===== config.mk =====
export PLATFORM = sky130hd
export DESIGN_NAME = fifo_serializer
export DESIGN_NICKNAME = d
export VERILOG_FILES = /design/src/rtl/fifo_ser_pkg.sv /design/src/rtl/ser_shift_reg.sv /design/src/rtl/fifo_serializer.sv
export SDC_FILE = /design/constraint.sdc
export NUM_CORES = 1
export LEC_CHECK = 0
export BUFFER_PORTS_ARGS = -buffer_cell sky130_fd_sc_hd__buf_2
export CORE_ASPECT_RATIO = 0.75
export CORE_MARGIN = 1
export CORE_UTILIZATION = 49
export DETAILED_ROUTE_END_ITERATION = 7
export PLACE_DENSITY = 0.75
export SYNTH_ARGS = -nofsm -noshare
export SYNTH_HDL_FRONTEND = slang
export SYNTH_HIERARCHICAL = 1
export SYNTH_SLANG_ARGS = --single-unit
export TNS_END_PERCENT = 30

===== constraint.sdc =====
create_clock -name clk -period 1.7 [get_ports clk]
set_input_delay 0.34 -clock clk [delete_from_list [all_inputs] [get_ports clk]]
set_output_delay 0.34 -clock clk [all_outputs]
set_load 0.01 [all_outputs]

===== src/rtl/fifo_ser_pkg.sv =====
// fifo_ser_pkg: shared state encoding and sizing helper for fifo_serializer.
// The PAR state is only reachable when FIFO_SER_PARITY_EN is defined.
package fifo_ser_pkg;

  typedef enum logic [1:0] {IDLE, LOAD, SHIFT, PAR} ser_state_t;

  function automatic int bitcnt_w(input int width);
    return $clog2(width + 1);
  endfunction

endpackage


===== src/rtl/ser_shift_reg.sv =====
// ser_shift_reg: parallel-load, shift-left register presenting its MSB, plus
// the even parity of the most recently loaded word.
module ser_shift_reg #(
  parameter int width = 16
) (
  input  logic             clk,
  input  logic             rst,
  input  logic             i_load,
  input  logic             i_shift,
  input  logic [width-1:0] i_din,
  output logic             o_msb,
  output logic             o_parity
);

  logic [width-1:0] r_shreg;
  logic             r_parity;

  // Parity is captured at load time because the register contents are destroyed by shifting.
  always_ff @(posedge clk or negedge rst) begin
    if (!rst) begin
      r_shreg  <= '0;
      r_parity <= 1'b0;
    end else if (i_load) begin
      r_shreg  <= i_din;
      r_parity <= ^i_din;
    end else if (i_shift) begin
      r_shreg  <= {r_shreg[width-2:0], 1'b0};
    end
  end

  assign o_msb    = r_shreg[width-1];
  assign o_parity = r_parity;

endmodule


===== src/rtl/fifo_serializer.sv =====
// fifo_serializer: pops words from fifo_flops and sends them MSB-first over a 1-bit ready/valid port.
// Define FIFO_SER_PARITY_EN to append an even-parity bit to every frame.
module fifo_serializer
  import fifo_ser_pkg::*;
#(
  parameter int width = 16,
  parameter int CNT_W = 16
) (
  input  logic             clk,
  input  logic             rst,
  input  logic [width-1:0] Din,
  input  logic             pndng,
  output logic             pop,
  output logic             ser_out,
  output logic             ser_valid,
  input  logic             ser_ready,
  output logic             ser_first,
  output logic             ser_last,
  output logic             busy,
  output logic [CNT_W-1:0] word_count
);

  localparam int            BW       = bitcnt_w(width);
  localparam logic [BW-1:0] LAST_BIT = BW'(width - 1);

  ser_state_t       r_state;
  ser_state_t       w_state_nxt;
  logic [BW-1:0]    r_bitcnt;
  logic [CNT_W-1:0] r_word_count;
  logic             r_pop;
  logic             w_valid;
  logic             w_accept;
  logic             w_data_end;
  logic             w_frame_done;
  logic             w_load;
  logic             w_shift;
  logic             w_msb;
  logic             w_parity;

  assign w_valid    = (r_state == SHIFT) || (r_state == PAR);
  assign w_accept   = w_valid && ser_ready;
  assign w_load     = (r_state == LOAD);
  assign w_shift    = (r_state == SHIFT) && w_accept;
  assign w_data_end = w_shift && (r_bitcnt == LAST_BIT);

`ifdef FIFO_SER_PARITY_EN
  assign w_frame_done = (r_state == PAR) && w_accept;
  assign ser_last     = (r_state == PAR);
`else
  assign w_frame_done = w_data_end;
  assign ser_last     = (r_state == SHIFT) && (r_bitcnt == LAST_BIT);
`endif

  ser_shift_reg #(.width(width)) u_shift (
    .clk      (clk),
    .rst      (rst),
    .i_load   (w_load),
    .i_shift  (w_shift),
    .i_din    (Din),
    .o_msb    (w_msb),
    .o_parity (w_parity)
  );

  always_comb begin
    w_state_nxt = r_state;
    case (r_state)
      IDLE:  if (pndng) w_state_nxt = LOAD;
      LOAD:  w_state_nxt = SHIFT;
`ifdef FIFO_SER_PARITY_EN
      SHIFT: if (w_data_end) w_state_nxt = PAR;
      PAR:   ;
`else
      SHIFT: ;
      default: w_state_nxt = IDLE;
`endif
    endcase
    // A finished frame chains straight into the next load when the FIFO still has data.
    if (w_frame_done) w_state_nxt = pndng ? LOAD : IDLE;
  end

  always_ff @(posedge clk or negedge rst) begin
    if (!rst) begin
      r_state      <= IDLE;
      r_pop        <= 1'b0;
      r_bitcnt     <= '0;
      r_word_count <= '0;
    end else begin
      r_state <= w_state_nxt;
      r_pop   <= (w_state_nxt == LOAD);
      if (w_load) begin
        r_bitcnt <= '0;
      end else if (w_shift) begin
        r_bitcnt <= r_bitcnt + 1'b1;
      end
      if (w_frame_done) r_word_count <= r_word_count + 1'b1;
    end
  end

  assign pop        = r_pop;
  assign ser_valid  = w_valid;
  assign ser_out    = ((r_state == SHIFT) && w_msb) || ((r_state == PAR) && w_parity);
  assign ser_first  = (r_state == SHIFT) && (r_bitcnt == '0);
  assign busy       = (r_state != IDLE);
  assign word_count = r_word_count;

endmodule


Word level (Yosys, flattened, before mapping). Index checks and enable logic that the tools add are counted.

Reduce and logical (&&, ||, !) cells: 14. $add $sub $neg: 2. Multiplexer cells: 8. Eq/ne operators: 5.

Operator list (number): two-way mux 16 bit (2); adder 16 x 1 -> 16 bit, second input constant (1); XOR reduction 16 bit (1); two-way mux 5 bit (2); logical AND 1 bit (7); case mux 2 bit (3 select lines) (1); adder 5 x 1 -> 5 bit, second input constant (1); == test 5 x 4 -> 1 bit, second input constant (1); logical NOT 5 bit (1); == test 2 x 1 -> 1 bit, second input constant (2); == test 2 bit, second input constant (2); two-way mux 2 bit (2); nonzero test 2 bit (2); logical NOT 2 bit (1); logical OR 1 bit (2); two-way mux 1 bit (1).

Input port bits: 20. Flip-flop bits (word level): 41.

Logic depth before layout (Yosys ltp). Gate-level depths: netlist of run 1.

Depth after elaboration: 7. Depth in mapped cells: 8. Depth with buffers taken out: 7.

Modules after synthesis. The synthesis of run 1 kept the hierarchy.

Modules (own cells, without submodules): fifo_serializer (area an instance 1182.4 um2, cells an instance 104, instances 1); ser_shift_reg (area an instance 883.3 um2, cells an instance 87, instances 1).

Worst setup path after synthesis of run 1. Ideal clock, no wire load.

Path kind: register to register. Start: register r_state[0]. End: register u_shift.r_shreg[10]. Data arrival time: 1706 ps. Buffers on the path: 3. Cell stages (with the launch flop): 9. Slack: -141 ps. Data required time: 1565 ps. Clock period less this slack: 1841 ps. Path through: dfrtp_1 -> inv_1 -> ha_1 -> and2_1 -> buf_4 -> buf_2 -> buf_2 -> mux2i_1 -> o21ai_0.

Cells in the longest elaborated chain, start to end: 5. Elaborated cells between the ends (all ways): 8.

RTL lines: start: declaration (RTL line fifo_serializer.sv:26) `ser_state_t r_state;`; start signal: assignment (RTL line fifo_serializer.sv:88) `r_state <= w_state_nxt;`; == test 2 bit (on tied branches) (RTL line fifo_serializer.sv:40, fifo_serializer.sv:43); logical OR 1 bit (RTL line fifo_serializer.sv:40) `assign w_valid = (r_state == SHIFT) || (r_state == PAR);`; logical AND 1 bit (RTL line fifo_serializer.sv:41) `assign w_accept = w_valid && ser_ready;`; logical AND 1 bit * (RTL line fifo_serializer.sv:43) `assign w_shift = (r_state == SHIFT) && w_accept;`; named net w_shift (RTL line fifo_serializer.sv:36) `logic w_shift;`; nonzero test 2 bit (no line) *; end signal: assignment (RTL line ser_shift_reg.sv:24) `r_shreg <= i_din;`; end signal: assignment (RTL line ser_shift_reg.sv:27) `r_shreg <= {r_shreg[width-2:0], 1'b0};`; end: declaration (RTL line ser_shift_reg.sv:15) `logic [width-1:0] r_shreg;`.

Mark *: on every way through the listed nets, which the timed path passes. The rest lies on a longest branch. A chain may end at the register's enable or synchronous reset.

Worst setup path after layout of run 1.
Start: register r_bitcnt[0]. End: output ser_last.

Cells in the longest elaborated chain, start to end: 2.

RTL lines: start: declaration (RTL line fifo_serializer.sv:28) `logic [BW-1:0] r_bitcnt;`; start signal: assignment (RTL line fifo_serializer.sv:93) `r_bitcnt <= r_bitcnt + 1'b1;`; == test 5 x 4 -> 1 bit (RTL line fifo_serializer.sv:51) `assign ser_last = (r_state == SHIFT) && (r_bitcnt == LAST_BIT);`; logical AND 1 bit (RTL line fifo_serializer.sv:51); end: declaration (RTL line fifo_serializer.sv:18) `output logic ser_last,`.

Every way passes these cells.

==> results of run 1 <==
-- area by class of cell --
cell class	count	area (µm²)
inverters	7	26.3
clock inverters	3	17.5
fillers	340	1400
well taps	55	68.8
flip-flops and latches	41	1030
repair buffers	59	395
clock buffers	5	68.8
multi-input cells	137	1050
-- critical path: stages, from the launching register on --
cell and delay, ns:
dfrtp_1 0.39, ha_2 0.20, and3_4 0.18, ha_4 0.16, nand2_2 0.07, inv_2 0.03, buf_2 0.12
-- worst paths after layout --
path	startpoint	end	slack, ns
max in group asynchronous	rst	u_shift/r_shreg[3]$_DFFE_PN0P_	1.22
worst max-delay path	r_bitcnt[0]$_DFFE_PN0P_	ser_last	-0.08
min in group clk	Din[6]	u_shift/r_shreg[6]$_DFFE_PN0P_	0.28
worst min-delay path	rst	word_count[9]$_DFFE_PN0P_	-0.008
worst min register to register	word_count[15]$_DFFE_PN0P_	word_count[15]$_DFFE_PN0P_	0.48
worst max register to register	r_bitcnt[0]$_DFFE_PN0P_	word_count[12]$_DFFE_PN0P_	-0.05
-- synthesized netlist by cell type (3+ instances only) --
library cell	number
o21ai_0	16
nor2_1	9
and3_1	4
nand2_1	21
clkbuf_1	3
mux2i_1	16
xor2_1	8
nand3_1	6
nand4_1	5
xnor2_1	25
ha_1	8
inv_1	7
a21oi_1	4
dfrtp_1	41
-- power groups by stage --
| stage | Sequential (µW) | Combinational [µW] | Clock, µW |
|---|---|---|---|
| 6_report | 1400 | 1330 | 618 |
| 5_1_grt | 1440 | 1490 | 679 |
| 4_1_cts | 1400 | 1340 | 637 |
| 3_5_place_dp | 1400 | 1200 | 0 |
| 3_3_place_gp | 1390 | 1150 | 0 |
| 2_1_floorplan | 1380 | 797 | 0 |
-- cells in the final DEF (no fill, tap or decap), types with 2 or more instances in the layout --
cell      Yosys  routed
a21oi_1       4       4
and2_1        2       2
and3_1        4       3
and4_4        2       2
buf_12        0       3
buf_2         2      40
buf_4         1      12
buf_6         0       4
clkbuf_8      0       5
clkinv_2      0       2
dfrtp_1      41      40
ha_1          8       4
ha_4          0       3
inv_1         7       5
inv_2         0       2
mux2i_1      16      16
nand2_1      21      20
nand3_1       6       6
nand4_1       5       5
nor2_1        9       8
o21ai_0      16      16
xnor2_1      25      25
xor2_1        8       8
-- through the flow --
stage               hold WS (ns)  utilization
floorplan                 0.0444            -
global placement           0.324        0.602
detailed placement         0.328        0.602
CTS                      0.00655        0.646
global route              0.0227        0.654
finish                  -0.00751        0.654
-- routing by layer --
layer,GRT usage,up-vias
met1,0.264,736
met3,0.0520,5
met4,0.0728,0
met2,0.293,19
met5,0,-
li1,-,767
-- registers in the layout, indices dropped and copies added, names as in the netlist --
register and cells:
u_shift/r_shreg 16, word_count 16, r_bitcnt 5, r_state 2
pop 1, u_shift/o_parity 1
-- logic make-up after synthesis --
group	after synthesis	share of synthesized area
AOI/OAI and AO/OA	23	0.0600
xor gates and xnor gates	33	0.140
adders and majority gates	8	0.0485
buffers and inverters	13	0.0267
DFF	41	0.497
muxes	17	0.0830
and+or+nand+nor	56	0.145
-- repair_timing --
item / CTS / global route
buffers inserted: 4 / 2
hold buffers: 0 / 0
setup endpoints to repair: 7 / 17
hold endpoints to repair: 0 / 0
resized for setup: 14 / 6
pin swaps: 8 / 3
==> impl_metrics.tcl, run 1 <==
set metrics [dict create \
    finalNonFillerCells 307 \
    clk_path_buf_depth 2 \
    routed_wl_mm 3.85 \
    r2r_cells 8 \
    drc 0 \
    hp-class "input port to async pin" \
    wl_met1_mm 1.91 \
    achievable-frequency_mhz 562 \
    internal_power_uw 2210 \
    placed_area_mm2 0.00244 \
    synthesis.area_mm2 0.00207 \
    wl_per_cell_um 12.5 \
    vias 1527 \
    grt_pass1_vias 1409 \
    arrival_ns 1.44 \
    power_density_mw_per_mm2 1260 \
    ant_nets 0 \
    met3_length_um 122 \
    synth_cell_type_count 29 \
    place_hpwl_mm 2.82 \
    antenna_found_initial 0 \
    postSynthAreaPerCell_um2 10.8 \
    power_uw 3350 \
    cts-root-buf "clkbuf_8" \
    finalCriticalPeriod_ns 1.78 \
    cp-end-kind "output pin" \
    grt_first_pass_wirelength_mm 6.46 \
    clk_latency_ns 0.29 \
    p_leak_uw 0.00130 \
    final_cell_area_mm2 0.00265 \
    drt_iter0_drc 56 \
    worst_ir_drop_vdd_uv 774 \
    p_sw_uw 1140 \
    cts_tree "done" \
    synth-seq-cells 41 \
    synth_edf_count 0 \
    firstDrtPassIters 4 \
    highest_layer "met4" \
    clk_pin_slew_ns 0.08 \
    power.share.sequential 0.419 \
    fin_crit_sh 1.05 \
    ys_seq_area_frac 0.497 \
    finalSetupTns_ns -0.171 \
    antennaDiodeCount 0 \
    nets 279 \
    dp_slack_ns -0.0769 \
    slew_headroom 0.661 \
    violations "hold timing, setup timing" \
    clkPwrFrac 0.185 \
    grt_overflow_total 0 \
    outcome "complete, but fails checks" \
    cp-start-kind "flop" \
    ios 42 \
    dr_wl_met2_mm 1.77 \
    synthArstFlopShare 1.00 \
    syn_to_final_growth_pct 28.4 \
    io_buffers 41 \
    p_comb_frac 0.396 \
    die_y_um 58.2 \
    core-area_mm2 0.00405 \
    clkSinkCount 41 \
    slew_violations 0 \
    yosysWarnings 6 \
    worstPathMaxFanout 3 \
    cp.required_ns 1.36 \
    hold_viol_final 6 \
    initial_core_util 0.510 \
    skew_ns 0.00744 \
    synthTopCellsByArea "dfrtp_1, xnor2_1, mux2i_1" \
    yosysTopAreaCell "dfrtp_1" \
    grt_max_degree 25 \
    routed_via_density 4.97 \
    gp_congestion 0.775 \
    design.die.area_mm2 0.00448 \
    synth_cells 191 \
    placed_cells 293 \
    grt_util_all_layers 0.192 \
    fp.dieW_um 77.0 \
    drive_gt1_frac 0.333 \
    synthFlopType "dfrtp_1" \
    setup.worst_path.class "flop to output pin" \
    maxCapViolations 0 \
    switching_share 0.339 \
    cts_made_buffers 5 \
    num_rows 20 \
    setup_viol 3 \
    rsz0062_at_grt "true" \
    worst_slew_pin_slew_ns 0.509 \
    hold_ws_ns -0.00751 \
    synth_nets 219 \
    setup_ws_ns -0.0780 \
    cts-htree-levels 2 \
    netlist.area_leader.share 0.497 \
]
Note: power is estimated with default switching activity, not from simulation.
==> run 2: changes to the inputs <==
- PLACE_DENSITY: 0.75 -> 0.74
==> impl_metrics.tcl, run 2 (synthesis gave the netlist of run 1 again) <==
set metrics [dict create \
    outcome "complete, but fails checks" \
    violations "setup timing" \
    ant_nets 0 \
    initial_core_util 0.510 \
    cts-root-buf "clkbuf_8" \
    drive_gt1_frac 0.323 \
    cts_made_buffers 5 \
    skew_ns 0.00564 \
    final_common_cell "dfrtp_1" \
    rsz0062_at_grt "true" \
    hold_buffers 0 \
    setup_ws_ns -0.0517 \
    grt_overflow_total 0 \
    vias 1501 \
    design.die.area_mm2 0.00448 \
    hp-class "input port to async pin" \
    cp.required_ns 1.36 \
    drt_iter0_drc 65 \
    clk_latency_ns 0.29 \
    power_uw 3310 \
    clk_path_buf_depth 2 \
    final_cell_area_mm2 0.00262 \
    maxCapViolations 0 \
    clkPwrFrac 0.185 \
    internal_power_uw 2190 \
    place_hpwl_mm 2.79 \
    routed_wl_mm 3.80 \
    slew_violations 0 \
    arrival_ns 1.41 \
    hold_viol_final 0 \
    grt_max_degree 42 \
    placed_area_mm2 0.00243 \
    core-area_mm2 0.00405 \
    setup.worst_path.class "flop to output pin" \
    routed_via_density 4.95 \
    power.share.sequential 0.425 \
    antenna_found_initial 0 \
    final_cell_mix "dfrtp_1, buf_2, xnor2_1" \
    fp.dieW_um 77.0 \
    switching_share 0.339 \
    die_y_um 58.2 \
    wl_per_cell_um 12.6 \
    num_rows 20 \
    worstPathMaxFanout 3 \
    fin_crit_sh 1.03 \
    firstDrtPassIters 4 \
    setup_viol 2 \
    drc 0 \
    cts_tree "done" \
    grt_pass1_vias 1392 \
    p_comb_frac 0.390 \
    worst_ir_drop_vdd_uv 743 \
    gp_congestion 0.737 \
    dp_slack_ns -0.0628 \
    clk_pin_slew_ns 0.08 \
    grt_util_all_layers 0.191 \
    power_density_mw_per_mm2 1260 \
    io_buffers 41 \
    achievable-frequency_mhz 571 \
    worst_slew_pin_slew_ns 0.501 \
    finalSetupTns_ns -0.0613 \
    p_sw_uw 1120 \
    slew_headroom 0.666 \
    cp-end-kind "output pin" \
    ios 42 \
    grt_first_pass_wirelength_mm 6.58 \
    antennaDiodeCount 0 \
    cts-htree-levels 2 \
    syn_to_final_growth_pct 26.7 \
    clkSinkCount 41 \
    cp-start-kind "flop" \
    finalCriticalPeriod_ns 1.75 \
    nets 275 \
    p_leak_uw 0.00126 \
]
## run 2: cell types whose count changed in the layout (fill, tap and decap cells not counted), sizes merged
cell / before / now
buf: 59 / 55
## run 2: final timing paths
path,from,end,slack [ns],depth (start not counted)
max,r_bitcnt[0]$_DFFE_PN0P_,ser_last,-0.05,6
min,rst,word_count[9]$_DFFE_PN0P_,0.09,2
max reg2reg,r_bitcnt[0]$_DFFE_PN0P_,word_count[14]$_DFFE_PN0P_,0.02,7
min reg2reg,word_count[15]$_DFFE_PN0P_,word_count[15]$_DFFE_PN0P_,0.47,1
max in group asynchronous,rst,r_state[1]$_DFF_PN0_,1.22,2
min in group clk,Din[9],u_shift/r_shreg[9]$_DFFE_PN0P_,0.29,3
## run 2: power by group through the flow
stage,clock [µW],combinational [µW],sequential [µW]
5_1_grt,686,1440,1430
4_1_cts,636,1290,1400
6_report,612,1290,1400
3_3_place_gp,0,1150,1390
3_5_place_dp,0,1190,1400
2_1_floorplan,0,797,1380
## run 2: repair_timing
item,in CTS,in global routing
buffers inserted,2,0
resized for setup,13,7
setup endpoints to repair,8,13
endpoints found under the hold margin,0,0
pin swaps,5,5
## run 2: critical path, stage by stage, from the launching register on
cell,delay [ns]
dfrtp_1,0.39
ha_2,0.19
and3_4,0.18
ha_4,0.17
nand2_4,0.06
inv_2,0.04
buf_6,0.11
## run 2: per-layer routing
metal  global-route usage  vias to the layer above  part of all wire
li1                     -                      753                 -
met1                0.275                      720              0.50
met2                0.286                       24              0.45
met3               0.0520                        4             0.037
met4               0.0566                        0            0.0076
met5                    0                        -                 0
## run 2: area by class of cell
cell class | instances | area [µm²]
Multi-Input combinational cell | 137 | 1050
Sequential cell | 41 | 1030
Fill cell | 359 | 1440
Clock inverter | 3 | 17.5
Inverter | 7 | 26.3
Clock buffer | 5 | 68.8
Timing Repair Buffer | 55 | 355
Tap cell | 55 | 68.8
## run 2: per-stage QoR
step | utilization | std cells | hold WS [ns]
after detailed placement | 0.598 | 293 | 0.431
after floorplan | - | 191 | 0.0444
after global placement | 0.598 | 293 | 0.434
after global routing | 0.645 | 303 | 0.133
after CTS | 0.637 | 303 | 0.116
final | 0.645 | 303 | 0.0946
